### src/rtl/mem_txn_sequencer_pkg.sv
// Shared encodings for the memory-port transaction sequencer: RW codes, run modes, FSM states.
package mem_txn_pkg;

  localparam logic [1:0] RW_IDLE = 2'b00;
  localparam logic [1:0] RW_WR   = 2'b01;
  localparam logic [1:0] RW_RD   = 2'b10;

  typedef enum logic [1:0] {
    MODE_WR    = 2'b00,
    MODE_RD    = 2'b01,
    MODE_WR_RB = 2'b10,
    MODE_RSVD  = 2'b11
  } mode_e;

  typedef enum logic [2:0] {
    S_IDLE,
    S_SETUP,
    S_WAIT_ACK,
    S_RELEASE,
    S_WAIT_NACK,
    S_NEXT,
    S_DONE
  } state_e;

endpackage

### src/rtl/mem_txn_sequencer_if.sv
// Memory macro A/RW/W/R port with the four-phase Ack handshake.
interface mem_txn_sequencer_if #(
  parameter int ADDR_W = 17,
  parameter int DATA_W = 4,
  parameter int NCH    = 2
);
  logic [ADDR_W-1:0]     A;
  logic [1:0]            RW;
  logic [NCH*DATA_W-1:0] W;
  logic [NCH-1:0]        WdataAck;
  logic [NCH*DATA_W-1:0] R;
  logic [NCH-1:0]        RDataAck;
  logic                  Ack;

  modport master (output A, RW, W, RDataAck, input WdataAck, R, Ack);
  modport slave  (input A, RW, W, RDataAck, output WdataAck, R, Ack);
endinterface

### src/rtl/mem_txn_sequencer_sync2.sv
// Two-flop synchroniser, cleared to zero on reset.
module sync2 #(
  parameter int W = 1
) (
  input  logic         clk,
  input  logic         rst,
  input  logic [W-1:0] d,
  output logic [W-1:0] q
);
  logic [W-1:0] meta;

  always_ff @(posedge clk) begin
    if (rst) begin
      meta <= '0;
      q    <= '0;
    end else begin
      meta <= d;
      q    <= meta;
    end
  end
endmodule

### src/rtl/mem_txn_sequencer.sv
// Programmable write/read transaction sequencer over the four-phase Ack handshake,
// with automatic read-back checking and an Ack timeout.
module mem_txn_sequencer
  import mem_txn_pkg::*;
#(
  parameter int ADDR_W = 17,
  parameter int DATA_W = 4,
  parameter int NCH    = 2,
  parameter int CNT_W  = 8,
  parameter int TO_W   = 10
) (
  input  logic              clk,
  input  logic              rst,
  input  logic              start,
  input  logic [1:0]        mode,
  input  logic [ADDR_W-1:0] base,
  input  logic [ADDR_W-1:0] stride,
  input  logic [CNT_W-1:0]  count,
  input  logic [DATA_W-1:0] seed,
  mem_txn_sequencer_if.master bus,
  output logic              busy,
  output logic              done,
  output logic              timeout,
  output logic [CNT_W-1:0]  err_cnt
);

  localparam logic [TO_W-1:0]  TO_MAX  = '1;
  localparam logic [CNT_W-1:0] ERR_MAX = '1;

  state_e                        state;
  mode_e                         mode_q;
  logic                          wr_pass;
  logic [ADDR_W-1:0]             base_q, stride_q, addr_acc;
  logic [CNT_W-1:0]              count_q, idx;
  logic [DATA_W-1:0]             seed_q, dbase;
  logic [TO_W-1:0]               tcnt;
  logic                          ack_s;

  sync2 #(.W(1)) u_ack_sync (.clk(clk), .rst(rst), .d(bus.Ack), .q(ack_s));

  // Channel c pattern is dbase + c; dbase tracks seed + idx without a multiply.
  logic [NCH-1:0][DATA_W-1:0] exp_d;
  logic [NCH-1:0]             miss;
  for (genvar c = 0; c < NCH; c++) begin : g_ch
    assign exp_d[c] = dbase + DATA_W'(c);
    assign miss[c]  = bus.R[c*DATA_W +: DATA_W] != exp_d[c];
  end

  logic [CNT_W:0]   n_err;
  logic [CNT_W+1:0] err_sum;
  logic [CNT_W-1:0] err_nxt;
  always_comb begin
    n_err = '0;
    if (wr_pass) n_err[0] = ~&bus.WdataAck;
    else for (int c = 0; c < NCH; c++) n_err = n_err + (CNT_W+1)'(miss[c]);
    err_sum = (CNT_W+2)'(err_cnt) + (CNT_W+2)'(n_err);
    err_nxt = (err_sum > (CNT_W+2)'(ERR_MAX)) ? ERR_MAX : err_sum[CNT_W-1:0];
  end

  wire last = (idx == count_q - CNT_W'(1));

  always_ff @(posedge clk) begin
    if (rst) begin
      state        <= S_IDLE;
      mode_q       <= MODE_WR;
      wr_pass      <= 1'b0;
      base_q       <= '0;
      stride_q     <= '0;
      addr_acc     <= '0;
      count_q      <= '0;
      idx          <= '0;
      seed_q       <= '0;
      dbase        <= '0;
      tcnt         <= '0;
      bus.A        <= '0;
      bus.RW       <= RW_IDLE;
      bus.W        <= '0;
      bus.RDataAck <= '0;
      busy         <= 1'b0;
      done         <= 1'b0;
      timeout      <= 1'b0;
      err_cnt      <= '0;
    end else begin
      case (state)
        S_IDLE: if (start) begin
          mode_q   <= (mode == MODE_RSVD) ? MODE_WR : mode_e'(mode);
          wr_pass  <= (mode != MODE_RD);
          base_q   <= base;
          stride_q <= stride;
          count_q  <= count;
          seed_q   <= seed;
          addr_acc <= base;
          dbase    <= seed;
          idx      <= '0;
          busy     <= 1'b1;
          done     <= 1'b0;
          timeout  <= 1'b0;
          err_cnt  <= '0;
          state    <= (count == '0) ? S_DONE : S_SETUP;
        end
        S_SETUP: begin
          bus.A  <= addr_acc;
          bus.RW <= wr_pass ? RW_WR : RW_RD;
          bus.W  <= wr_pass ? exp_d : '0;
          tcnt   <= '0;
          state  <= S_WAIT_ACK;
        end
        S_WAIT_ACK: begin
          // Timeout wins over an Ack seen in the same cycle.
          if (tcnt == TO_MAX) begin
            bus.A        <= '0;
            bus.RW       <= RW_IDLE;
            bus.W        <= '0;
            bus.RDataAck <= '0;
            timeout      <= 1'b1;
            state        <= S_DONE;
          end else if (ack_s) begin
            err_cnt <= err_nxt;
            if (!wr_pass) bus.RDataAck <= '1;
            // Idle the request here so it is visible one cycle after capture.
            bus.A  <= '0;
            bus.RW <= RW_IDLE;
            bus.W  <= '0;
            state  <= S_RELEASE;
          end else begin
            tcnt <= tcnt + TO_W'(1);
          end
        end
        S_RELEASE: begin
          bus.A  <= '0;
          bus.RW <= RW_IDLE;
          bus.W  <= '0;
          tcnt   <= '0;
          state  <= S_WAIT_NACK;
        end
        S_WAIT_NACK: begin
          if (tcnt == TO_MAX) begin
            bus.RDataAck <= '0;
            timeout      <= 1'b1;
            state        <= S_DONE;
          end else if (!ack_s) begin
            bus.RDataAck <= '0;
            state        <= S_NEXT;
          end else begin
            tcnt <= tcnt + TO_W'(1);
          end
        end
        S_NEXT: begin
          if (last) begin
            if (mode_q == MODE_WR_RB && wr_pass) begin
              wr_pass  <= 1'b0;
              idx      <= '0;
              addr_acc <= base_q;
              dbase    <= seed_q;
              state    <= S_SETUP;
            end else begin
              state <= S_DONE;
            end
          end else begin
            idx      <= idx + CNT_W'(1);
            addr_acc <= addr_acc + stride_q;
            dbase    <= dbase + DATA_W'(1);
            state    <= S_SETUP;
          end
        end
        S_DONE: begin
          busy  <= 1'b0;
          done  <= 1'b1;
          state <= S_IDLE;
        end
        default: state <= S_IDLE;
      endcase
    end
  end

endmodule
### src/flat_wrapper.sv
// flat-port wrapper written by rule: the top's interface ports become plain ports
module mem_txn_sequencer_flat import mem_txn_pkg::*;
#(
  parameter int ADDR_W = 17,
  parameter int DATA_W = 4,
  parameter int NCH    = 2,
  parameter int CNT_W  = 8,
  parameter int TO_W   = 10
)
  (clk, rst, start, mode, base, stride, count, seed, busy, done, timeout, err_cnt, bus_A, bus_RW, bus_W, bus_RDataAck, bus_WdataAck, bus_R, bus_Ack);
  mem_txn_sequencer_if #(.ADDR_W(ADDR_W), .DATA_W(DATA_W), .NCH(NCH)) bus_i ();
  input  logic clk;
  input  logic rst;
  input  logic start;
  input  logic [1:0] mode;
  input  logic [ADDR_W-1:0] base;
  input  logic [ADDR_W-1:0] stride;
  input  logic [CNT_W-1:0] count;
  input  logic [DATA_W-1:0] seed;
  output logic busy;
  output logic done;
  output logic timeout;
  output logic [CNT_W-1:0] err_cnt;
  output wire logic [$bits(bus_i.A)-1:0] bus_A;
  output wire logic [$bits(bus_i.RW)-1:0] bus_RW;
  output wire logic [$bits(bus_i.W)-1:0] bus_W;
  output wire logic [$bits(bus_i.RDataAck)-1:0] bus_RDataAck;
  input wire logic [$bits(bus_i.WdataAck)-1:0] bus_WdataAck;
  input wire logic [$bits(bus_i.R)-1:0] bus_R;
  input wire logic [$bits(bus_i.Ack)-1:0] bus_Ack;
  assign bus_A = bus_i.A;
  assign bus_RW = bus_i.RW;
  assign bus_W = bus_i.W;
  assign bus_RDataAck = bus_i.RDataAck;
  assign bus_i.WdataAck = bus_WdataAck;
  assign bus_i.R = bus_R;
  assign bus_i.Ack = bus_Ack;
  mem_txn_sequencer #(.ADDR_W(ADDR_W), .DATA_W(DATA_W), .NCH(NCH), .CNT_W(CNT_W), .TO_W(TO_W)) u_core (.clk(clk), .rst(rst), .start(start), .mode(mode), .base(base), .stride(stride), .count(count), .seed(seed), .bus(bus_i), .busy(busy), .done(done), .timeout(timeout), .err_cnt(err_cnt));
endmodule
### config.mk
export PLATFORM = sky130hd
export DESIGN_NAME = mem_txn_sequencer_flat
export DESIGN_NICKNAME = d
export VERILOG_FILES = /design/src/rtl/mem_txn_sequencer_pkg.sv /design/src/rtl/mem_txn_sequencer_if.sv /design/src/rtl/mem_txn_sequencer_sync2.sv /design/src/rtl/mem_txn_sequencer.sv /design/src/flat_wrapper.sv
export SDC_FILE = /design/constraint.sdc
export NUM_CORES = 1
export LEC_CHECK = 0
export ABC_AREA = 1
export CAP_MARGIN = 20
export CORE_AREA = 5 5 117 119
export CTS_CLUSTER_DIAMETER = 80
export CTS_CLUSTER_SIZE = 28
export DETAILED_ROUTE_END_ITERATION = 12
export DIE_AREA = 0 0 122 124
export HOLD_SLACK_MARGIN = 0.05
export PLACE_DENSITY = 0.84
export RECOVER_POWER = 100
export SYNTH_ARGS = -nofsm -noshare
export SYNTH_HDL_FRONTEND = slang
export SYNTH_SLANG_ARGS = --single-unit
export TNS_END_PERCENT = 30
### constraint.sdc
create_clock -name clk -period 5.8 [get_ports clk]
set_input_delay 0.58 -clock clk [delete_from_list [all_inputs] [get_ports clk]]
set_output_delay 0.58 -clock clk [all_outputs]
set_load 0.02 [all_outputs]
* Yosys cells after proc, flatten, opt, wreduce, memory -nomap -nowiden
Index checks and enable logic that the tools add are counted.
** Storage, ports and cells
- Bits in registers :: 133
- Latch bits :: 0
- Memory bits (writable) :: 0
- ROM bits :: 0
- Input port bits :: 62
- Output and inout bits :: 40
- Logic and storage cells :: 139
- Memories :: 0
** Operators by class
- $add $sub $neg :: 7
- Multiply operators :: 0
- Divide/modulo/power cells :: 0
- Magnitude comparators :: 1
- Equal/unequal tests :: 26
- Shift operators :: 0
- Mux-type cells :: 60
- Bitwise logic cells :: 0
- Reduce and logical (&&, ||, !) cells :: 24
** Operator list (number)
- 17-bit two-way mux :: 5
- 8-bit two-way mux :: 10
- 17-bit one-hot mux with 3 select lines :: 1
- 10-bit two-way mux :: 4
- 17-bit one-hot mux with 2 select lines :: 1
- 8-bit one-hot mux with 2 select lines :: 2
- 10-bit one-hot mux with 3 select lines :: 1
- 3-bit two-way mux :: 8
- 8-bit one-hot mux with 3 select lines :: 1
- 2-bit two-way mux :: 9
- 3-bit one-hot mux with 6 select lines :: 1
- 17-bit adder :: 1
- 4-bit two-way mux :: 3
- 2-bit != test, second input constant :: 6
- 4-bit AND reduction :: 3
- 10-bit by 1-bit adder with 10-bit output, second input constant :: 1
- 8-bit by 9-bit adder with 10-bit output :: 1
- 10-bit equality test, second input constant :: 1
- 10-bit by 8-bit > comparator with 1-bit output, second input constant :: 1
- 2-bit nonzero test :: 5
- 3-bit equality test, second input constant :: 3
- 3-bit AND reduction :: 3
- 8-bit by 1-bit adder with 8-bit output, second input constant :: 1
- 8-bit equality test :: 1
- 23 further kinds :: 45

* Depth between registers and ports, before layout
Gate-level depths: netlist (run 1).
- Word-level depth :: 10
- Gate-level depth with buffers :: 19
- Mapped depth without buffers :: 19

* By module
Synthesis (run 1) repeated with hierarchy kept, for this count alone.
** Second synthesis, totals
- Cell total of the unflattened synthesis :: 1175
- Area, all modules :: 7723.7 um^2
** By module, submodules not included
- mem_txn_sequencer :: instances 1, cells an instance 1169, area an instance 7668.6 um^2
- sync2 :: instances 1, cells an instance 6, area an instance 55.1 um^2

* Least setup slack after synthesis (run 1)
No wires, ideal clock.
- Path type :: reg2reg
- Start point :: register u_core.dbase[0]
- End point :: register u_core.err_cnt[5]
- Library setup time :: 132 ps
- Data arrival time :: 2739 ps
- Required time :: 5668 ps
- Setup slack :: 2929 ps
- Cell stages (with the launch flop) :: 20
- Clock period less this slack :: 2871 ps
- Path through :: dfxtp_1 > ha_1 > xnor2_1 > xor2_1 > nand4_1 > ha_1 > o21ai_0 > inv_1 > ha_1 > fa_1 > nand2_1 > inv_1 > nand4_1 > nor2_1 > nand2_1 > inv_1 > a21oi_1 > o21ai_0 > nand2_1 > a21oi_1
** Between the ends
- Cells in the longest elaborated chain, start to end :: 10
** Ends and longest elaborated chain
- from (decl) :: RTL line mem_txn_sequencer.sv:35 : logic [DATA_W-1:0] seed_q, dbase;
- from (signal assigned) :: RTL line mem_txn_sequencer.sv:154 : dbase <= seed_q;
- from (signal assigned) :: RTL line mem_txn_sequencer.sv:162 : dbase <= dbase + DATA_W'(1);
- 4-bit by 1-bit adder with 4-bit output :: RTL line mem_txn_sequencer.sv:45 : assign exp_d[c] = dbase + DATA_W'(c);
- 4-bit != test :: RTL line mem_txn_sequencer.sv:46 : assign miss[c] = bus.R[c*DATA_W +: DATA_W] != exp_d[c];
- 1-bit by 1-bit adder with 2-bit output (*) :: RTL line mem_txn_sequencer.sv:55 : else for (int c = 0; c < NCH; c++) n_err = n_err + (CNT_W+1)'(miss[c]);
- 1-bit two-way mux / 8-bit two-way mux (equally long branches) :: RTL line mem_txn_sequencer.sv:54 : if (wr_pass) n_err[0] = ~&bus.WdataAck;
- 8-bit by 9-bit adder with 10-bit output (*) :: RTL line mem_txn_sequencer.sv:56 : err_sum = (CNT_W+2)'(err_cnt) + (CNT_W+2)'(n_err);
- 10-bit by 8-bit > comparator with 1-bit output :: RTL line mem_txn_sequencer.sv:57 : err_nxt = (err_sum > (CNT_W+2)'(ERR_MAX)) ? ERR_MAX : err_sum[CNT_W-1:0];
- 8-bit two-way mux (*) :: RTL line mem_txn_sequencer.sv:57
- 8-bit two-way mux (*) :: RTL line mem_txn_sequencer.sv:117 : end else if (ack_s) begin
- 8-bit two-way mux (*) :: RTL line mem_txn_sequencer.sv:110 : if (tcnt == TO_MAX) begin
- 8-bit one-hot mux with 2 select lines (*) :: RTL line mem_txn_sequencer.sv:84 : case (state)
- to (signal assigned) :: RTL line mem_txn_sequencer.sv:118 : err_cnt <= err_nxt;
- to (decl) :: RTL line mem_txn_sequencer.sv:24 : output logic [CNT_W-1:0] err_cnt
Mark *: on every way between the ends. The rest lies on a longest branch, timed or not. The select of a mux whose other input is x is not followed.
A chain may end at the register's enable or synchronous reset.

* Worst setup path in the final report (run 1)
- Start point :: register u_core.state[2]
- End point :: register u_core.bus.W[6]
** Between the ends
- Cells in the longest elaborated chain, start to end :: 3
** Ends and longest elaborated chain
- from (decl) :: RTL line mem_txn_sequencer.sv:30 : state_e state;
- from (signal assigned) :: RTL line mem_txn_sequencer.sv:99 : state <= (count == '0) ? S_DONE : S_SETUP;
- 3-bit by 2-bit equality test with 1-bit output / 3-bit by 1-bit equality test with 1-bit output (equally long branches) :: RTL line mem_txn_sequencer.sv:84
- 3-bit by 2-bit != test with 1-bit output (no source line) / 3-bit nonzero test (equally long branches)
- 2-bit AND reduction (no source line)
- to (signal assigned) :: RTL line mem_txn_sequencer.sv:104 : bus.W <= wr_pass ? exp_d : '0;
- to (decl) :: RTL line mem_txn_sequencer_if.sv:15 : modport master (output A, RW, W, RDataAck, input WdataAck, R, Ack);
Several ways; a longest one is shown, not always the timed one.

==> run summary, run 1 <==
Run status = finished with violations
Failing checks = capacitance limit, slew limit
Port-buffer cells = 101
Initial antenna violation count = 0
Core ar. = 12500 sq um
Max Cap Viol = 1
EDFF count, synth = 0
Reg-to-Reg Start = u_core.state[2]$_SDFFE_PP0P_
Vias = 7324
Worst reg2reg path depth = 12
Detailed Place HPWL = 13500 um
Worst skew pair latency = 0.42 ns
Remaining antenna violation count after routing = 0
Worst VDD drop = 0.312 mV
Worst r2r dst = u_core.bus.W[6]$_SDFFE_PP0P_
RSZ-0062 raised after global routing = no
First-pass GRT wire length = 31700 um
Setup-failing EPs final = 0
End of the critical path = u_core.bus.W[6]$_SDFFE_PP0P_
Worst slew pin tran = 2.49 ns
Final Util = 0.700
Initial core utilization = 0.575
Drt pass-1 iters = 5
Ant diodes = 0
I/O pins = 102
Synth top area cells = dfxtp_1, nand2_1, nor2_1
Final hold violations = 0
Post-CTS sizing = 0
Top_reg_cell synth = dfxtp_1
CP endpoint kind = register
TritonCTS buffer count = 17
Fraction of registers with async set/reset = 0
Syn-to-layout area delta = 21.7%
CP most frequent cell = inv_1
Worst Clk Skew = 0.00840 ns
Synthesized area = 7170 sq um
Worst min-delay path category = register to register
Slew Limit Fails = 57
Drt drc = 0
Crit path launch = u_core.state[2]$_SDFFE_PP0P_
CTS sink count = 132
Row cnt = 41
WP data arrival = 4.46 ns
Crit path largest cell delay = 0.70 ns
H-tree levels = 4
Register area share after synthesis = 0.368
Clk slew on worst S/H paths = 0.06 ns
P per Cell Area = 436 nW/um^2
Total wire length = 19300 um
Proportion of layout cells with a drive suffix above 1 = 0.0382
Seq cells post-synth = 132
R2r setup slk = 1.54 ns
Setup CP Type = register to register
Hold Slack = 0.418 ns
Setup TNS = 0 ns
Avg Cell Area, Syn = 6.61 sq um
Root Driver = clkbuf_16
CP max FO = 28
Post-DR wirelength/cell = 14.3 um
Tcrit/Tclk final = 0.734
Synth cell types = 38
Number of global-route vias before repair = 6594
Worst-path cell chain = inv_1 > nand2_1 > nor2_1 > inv_1 > nor2_1 > nand2_1 > nand2_1 > inv_1 > nand3_1 > inv_1 > a22oi_1 > nor2_1
Top cell type by total area after synthesis = dfxtp_1
GRT Residual Overflow = 0
Die Width = 122 um
Worst slew margin = -0.663
Leakage = 4.02 nW
Maximum clock path buffer count = 2
Yosys top cell area share = 0.368
DRT iter0 DRCs = 671
Synth warn = 0
CP Launch Type = register
Global Route Usage Sum = 0.264
Tot Pwr = 3.80 mW
Final nets = 1251
Placer Congestion = 0.953
Vias per inst = 5.43
Post-CTS setup buffers = 0
Die area = 15100 sq um
Syn nets = 1173
CTS tree = yes
Crit-path slowest cell = nand2_1
Post-layout min period = 4.26 ns
Post-CTS Hold Fix Bufs = 0
CP required = 6.00 ns
Pin count of the biggest net entering global routing = 60
Die Ht = 124 um
Max Clk Rate = 235 MHz
Synth Instances = 1086
cell type report:
cell class / count / area (sq um)
Clock buffer: 28 / 517
Clock inverter: 4 / 20.0
Fill cell: 1115 / 3740
Inverter: 93 / 349
Multi-Input combinational cell: 814 / 3940
Sequential cell: 132 / 2640
Tap cell: 172 / 215
Timing Repair Buffer: 106 / 1040
metrics by stage:
step,setup WS [ns],std cells,instance area [sq um]
after floorplan,2.93,1086,7170
after global placement,2.28,1317,8220
after detailed placement,2.15,1317,8220
after CTS,2.34,1349,8760
after global routing,1.12,1349,8730
final,1.54,1349,8730
Yosys cell counts, types with 2 or more instances:
cell type  number
nand3b_1        6
nand4_1        17
inv_2          11
fa_1            2
xnor2_1        18
xor2_1         12
buf_2          11
o21ai_0        71
dfxtp_1       132
clkbuf_1       31
inv_1          82
a21oi_1        99
nor3_1          8
or2_2           4
o21bai_1        4
buf_4           3
a21o_1          5
nand2_1       275
ha_1           23
nor2_1        169
a211oi_1        2
nor2_2          4
nor3b_1         3
nand2_2         2
nand3_1        79
worst min-delay path by stage:
stage                                 startpoint                        endpoint  slack, ns  cells past startpoint
5_1_grt        u_core.u_ack_sync.meta$_SDFF_PP0_  u_core.u_ack_sync.q$_SDFF_PP0_       0.44                      2
6_report       u_core.u_ack_sync.meta$_SDFF_PP0_  u_core.u_ack_sync.q$_SDFF_PP0_       0.42                      2
3_5_place_dp   u_core.u_ack_sync.meta$_SDFF_PP0_  u_core.u_ack_sync.q$_SDFF_PP0_       0.41                      2
2_1_floorplan  u_core.u_ack_sync.meta$_SDFF_PP0_  u_core.u_ack_sync.q$_SDFF_PP0_       0.39                      2
4_1_cts        u_core.u_ack_sync.meta$_SDFF_PP0_  u_core.u_ack_sync.q$_SDFF_PP0_       0.42                      2
3_3_place_gp   u_core.u_ack_sync.meta$_SDFF_PP0_  u_core.u_ack_sync.q$_SDFF_PP0_       0.41                      2
routing by layer:
metal,share of wire,vias to the layer above,wire (um),track usage
li1,-,3668,-,-
met1,0.45,3357,8690,0.352
met2,0.46,267,8830,0.423
met3,0.070,32,1350,0.0581
met4,0.024,0,464,0.0973
met5,0,-,0,0
registers in the layout, indices dropped and copies added, names as in the netlist, 2 cells and up:
signal	flops
u_core.mode_q	2
u_core.idx	8
u_core.bus.A	17
u_core.stride_q	17
u_core.bus.RW	2
u_core.state	3
u_core.seed_q	4
u_core.err_cnt	8
u_core.dbase	4
u_core.addr_acc	17
u_core.tcnt	10
u_core.base_q	17
u_core.bus.W	8
u_core.count_q	8
kinds of logic (layout without fill, tap and decap cells):
| group | Yosys count | after routing | share of synthesized area |
|---|---|---|---|
| simple gates | 573 | 573 | 0.336 |
| compound gates | 186 | 186 | 0.135 |
| buf+inv | 140 | 231 | 0.0780 |
| flops | 132 | 132 | 0.368 |
| xor+xnor | 30 | 30 | 0.0366 |
| fa+ha+maj | 25 | 25 | 0.0457 |
cell usage in the layout (no fill, tap or decap), drive strengths merged, types with 2 or more instances in the layout:
master         count
nor3               9
a211oi             2
a21oi             99
clkbuf            29
xnor2             18
nand4             18
clkinv             4
o21bai             4
nand3b             6
nor3b              3
buf                5
clkdlybuf4s50     60
fa                 2
inv               93
nand2            277
ha                23
o21ai             72
nor2             174
dfxtp            132
or2                5
nand3             80
a21o               5
xor2              12
dlygate4sd3       40
power by group:
group	total [mW]	switching, mW	internal (mW)	leakage (nW)
logic	1.56	1.03	0.530	2.67
clock network	0.979	0.379	0.600	0.268
registers	1.27	0.159	1.11	1.08
critical path: cells and delay by family, from the launching register on:
kind            cells  cell delay [ns]
compound gates      1             0.17
buf+inv             4             1.08
flops               1             0.36
simple gates        7             2.40
No activity file was read; power rests on OpenSTA's default activity.
==> inputs of run 2 (changes only) <==
--- a/config.mk
+++ b/config.mk
@@ -7,13 +7,13 @@
 export LEC_CHECK = 0
 export ABC_AREA = 1
 export CAP_MARGIN = 20
-export CORE_AREA = 5 5 117 119
+export CORE_AREA = 5 5 126 128
 export CTS_CLUSTER_DIAMETER = 80
 export CTS_CLUSTER_SIZE = 28
 export DETAILED_ROUTE_END_ITERATION = 12
-export DIE_AREA = 0 0 122 124
+export DIE_AREA = 0 0 131 133
 export HOLD_SLACK_MARGIN = 0.05
-export PLACE_DENSITY = 0.84
+export PLACE_DENSITY = 0.76
 export RECOVER_POWER = 100
 export SYNTH_ARGS = -nofsm -noshare
 export SYNTH_HDL_FRONTEND = slang
==> constraint.sdc (replaced) <==
create_clock -name clk -period 3.75 [get_ports clk]
set_input_delay 0.375 -clock clk [delete_from_list [all_inputs] [get_ports clk]]
set_output_delay 0.375 -clock clk [all_outputs]
set_load 0.02 [all_outputs]
==> run 2 against run 1 <==
Effect of this change:
- the flow still finishes with violations (capacitance limit, slew limit)
- highest routed layer unchanged
- maximum frequency rose by 30%
- utilization fell by 9.5 points
- largest power group unchanged
- sequential cell count did not move
- first-iteration DRC count down 1.5%
- wire length increased by 2.8%
- largest cell class unchanged
- critical path type unchanged
- setup slack worse by 1.1 ns
==> run summary, run 2 (synthesis results as in run 1) <==
I/O pins = 102 (unchanged)
CP max FO = 6 (-79%)
Total wire length = 19900 um (+2.8%)
Drt pass-1 iters = 5 (unchanged)
Worst reg2reg path depth = 19 (+7)
Post-CTS setup buffers = 0 (unchanged)
Max Clk Rate = 306 MHz (+30%)
Crit path launch = u_core.dbase[0]$_SDFFE_PP0P_
RSZ-0062 raised after global routing = no
Post-DR wirelength/cell = 14.5 um (+0.83%)
Worst min-delay path category = register to register
Syn-to-layout area delta = 24.5%
Slew Limit Fails = 42 (-26%)
Setup CP Type = register to register
Worst r2r dst = u_core.err_cnt[5]$_SDFFE_PP0P_
CP required = 4.03 ns (-1.97 ns)
H-tree levels = 4 (unchanged)
Worst skew pair latency = 0.43 ns (about the same)
Maximum clock path buffer count = 2 (unchanged)
P per Cell Area = 694 nW/um^2 (+59%)
Tcrit/Tclk final = 0.872 (+0.137)
Setup TNS = 0 ns (unchanged)
R2r setup slk = 0.48 ns (-1.06 ns)
Hold Slack = 0.426 ns (+0.00801 ns)
Clk slew on worst S/H paths = 0.06 ns (about the same)
Run status = finished with violations
Placed cell count = 1343 (+2.0%)
Vias per inst = 5.30 (-2.4%)
End of the critical path = u_core.err_cnt[5]$_SDFFE_PP0P_
CTS sink count = 132 (unchanged)
Row cnt = 45 (+9.8%)
Worst slew pin tran = 1.71 ns (-0.782 ns)
CP endpoint kind = register
Port-buffer cells = 101 (unchanged)
First-pass GRT wire length = 33100 um (+4.6%)
Number of global-route vias before repair = 6812 (+3.3%)
Max Cap Viol = 1 (unchanged)
Core ar. = 14800 sq um (+18%)
Global Route Usage Sum = 0.235 (-0.0297)
Vias = 7286 (-0.52%)
Ant diodes = 0 (unchanged)
DRT iter0 DRCs = 661 (-1.5%)
Drt drc = 0 (unchanged)
Post-CTS sizing = 0 (unchanged)
Final hold violations = 0 (unchanged)
Detailed Place HPWL = 14200 um (+4.8%)
TritonCTS buffer count = 17 (unchanged)
Placer Congestion = 0.914 (-4.1%)
Proportion of layout cells with a drive suffix above 1 = 0.0497 (+0.0115)
Pin count of the biggest net entering global routing = 60 (unchanged)
Failing checks = capacitance limit, slew limit
Final Util = 0.605 (-0.0947)
Die Width = 131 um (+7.4%)
Leakage = 4.08 nW (+1.6%)
Place WS = 0.542 ns (-1.61 ns)
Setup-failing EPs final = 0 (unchanged)
Reg-to-Reg Start = u_core.dbase[0]$_SDFFE_PP0P_
Worst slew margin = -0.142 (+0.522)
Final nets = 1261 (+0.80%)
Most common cell after layout, fill and taps aside = nand2_1
GRT Residual Overflow = 0 (unchanged)
CP Launch Type = register
Most frequent cells in the layout = nand2_1, nor2_1, dfxtp_1, a21oi_1, inv_1
Post-layout min period = 3.27 ns (-0.991 ns)
Worst Clk Skew = 0.00795 ns (-0.000451 ns)
Final Worst Setup Slack = 0.482 ns (-1.06 ns)
Worst VDD drop = 0.351 mV (+12%)
WP data arrival = 3.55 ns (-0.91 ns)
Initial core utilization = 0.486 (-0.0892)
Post-CTS Hold Fix Bufs = 0 (unchanged)
Remaining antenna violation count after routing = 0 (unchanged)
CTS tree = yes
Die area = 17400 sq um (+15%)
Fin cells = 1375 (+1.9%)
Root Driver = clkbuf_16
Die Ht = 133 um (+7.3%)
Initial antenna violation count = 0 (unchanged)
[run 2: cell types whose count changed in the layout (fill, tap and decap cells not counted), sizes merged]
cell	before	now
bufinv	0	3
buf	5	10
clkinv	4	5
clkinvlp	0	4
clkbuf	29	28
inv	93	91
[run 2: cell type report]
cell class / instances / area [sq um]
fillers: 1366 / 5820
multi-input cells: 814 / 3960
flip-flops and latches: 132 / 2640
repair buffers: 116 / 1100
clock buffers: 22 / 494
inverters: 93 / 349
well taps: 188 / 235
clock inverters: 10 / 146
[run 2: stage by stage]
| step | power [mW] | cell area, sq um |
|---|---|---|
| 3_5_place_dp | 4.47 | 8320 |
| 2_1_floorplan | 3.73 | 7170 |
| 3_3_place_gp | 4.43 | 8320 |
| 6_report | 6.20 | 8930 |
| 4_1_cts | 6.26 | 8960 |
| 5_1_grt | 6.66 | 8930 |
[run 2: worst min-delay path by stage]
stage                                            startpoint  slack [ns]                             end  cells past startpoint
after floorplan           u_core.u_ack_sync.meta$_SDFF_PP0_        0.39  u_core.u_ack_sync.q$_SDFF_PP0_                      2
after global placement    u_core.u_ack_sync.meta$_SDFF_PP0_        0.39  u_core.u_ack_sync.q$_SDFF_PP0_                      2
after detailed placement  u_core.u_ack_sync.meta$_SDFF_PP0_        0.42  u_core.u_ack_sync.q$_SDFF_PP0_                      2
after CTS                 u_core.u_ack_sync.meta$_SDFF_PP0_        0.43  u_core.u_ack_sync.q$_SDFF_PP0_                      2
after global routing      u_core.u_ack_sync.meta$_SDFF_PP0_        0.47  u_core.u_ack_sync.q$_SDFF_PP0_                      2
final                     u_core.u_ack_sync.meta$_SDFF_PP0_        0.43  u_core.u_ack_sync.q$_SDFF_PP0_                      2
[run 2: critical path: stages (launching register included)]
cell,delay [ns]
dfxtp_1,0.37
ha_1,0.24
xnor2_1,0.22
xor2_1,0.17
nand4_1,0.12
ha_1,0.29
o21ai_0,0.15
inv_1,0.06
ha_1,0.20
fa_1,0.40
nand2_1,0.15
inv_1,0.07
nand4_1,0.11
nor2_1,0.07
nand2_1,0.09
inv_1,0.08
a21oi_1,0.10
o21ai_0,0.08
nand2_1,0.07
a21oi_1,0.07
[run 2: power breakdown]
part	internal, mW	switching [mW]	total [mW]
registers	1.72	0.241	1.96
logic	0.861	1.61	2.47
clock network	1.14	0.634	1.77
total	3.71	2.49	6.20
[run 2: layer usage]
layer / up-vias / global-route usage / wire [um]
met5: - / 0 / 0
met4: 0 / 0.0709 / 272
met3: 25 / 0.0476 / 1510
met2: 257 / 0.387 / 9310
met1: 3299 / 0.307 / 8780
li1: 3705 / - / -
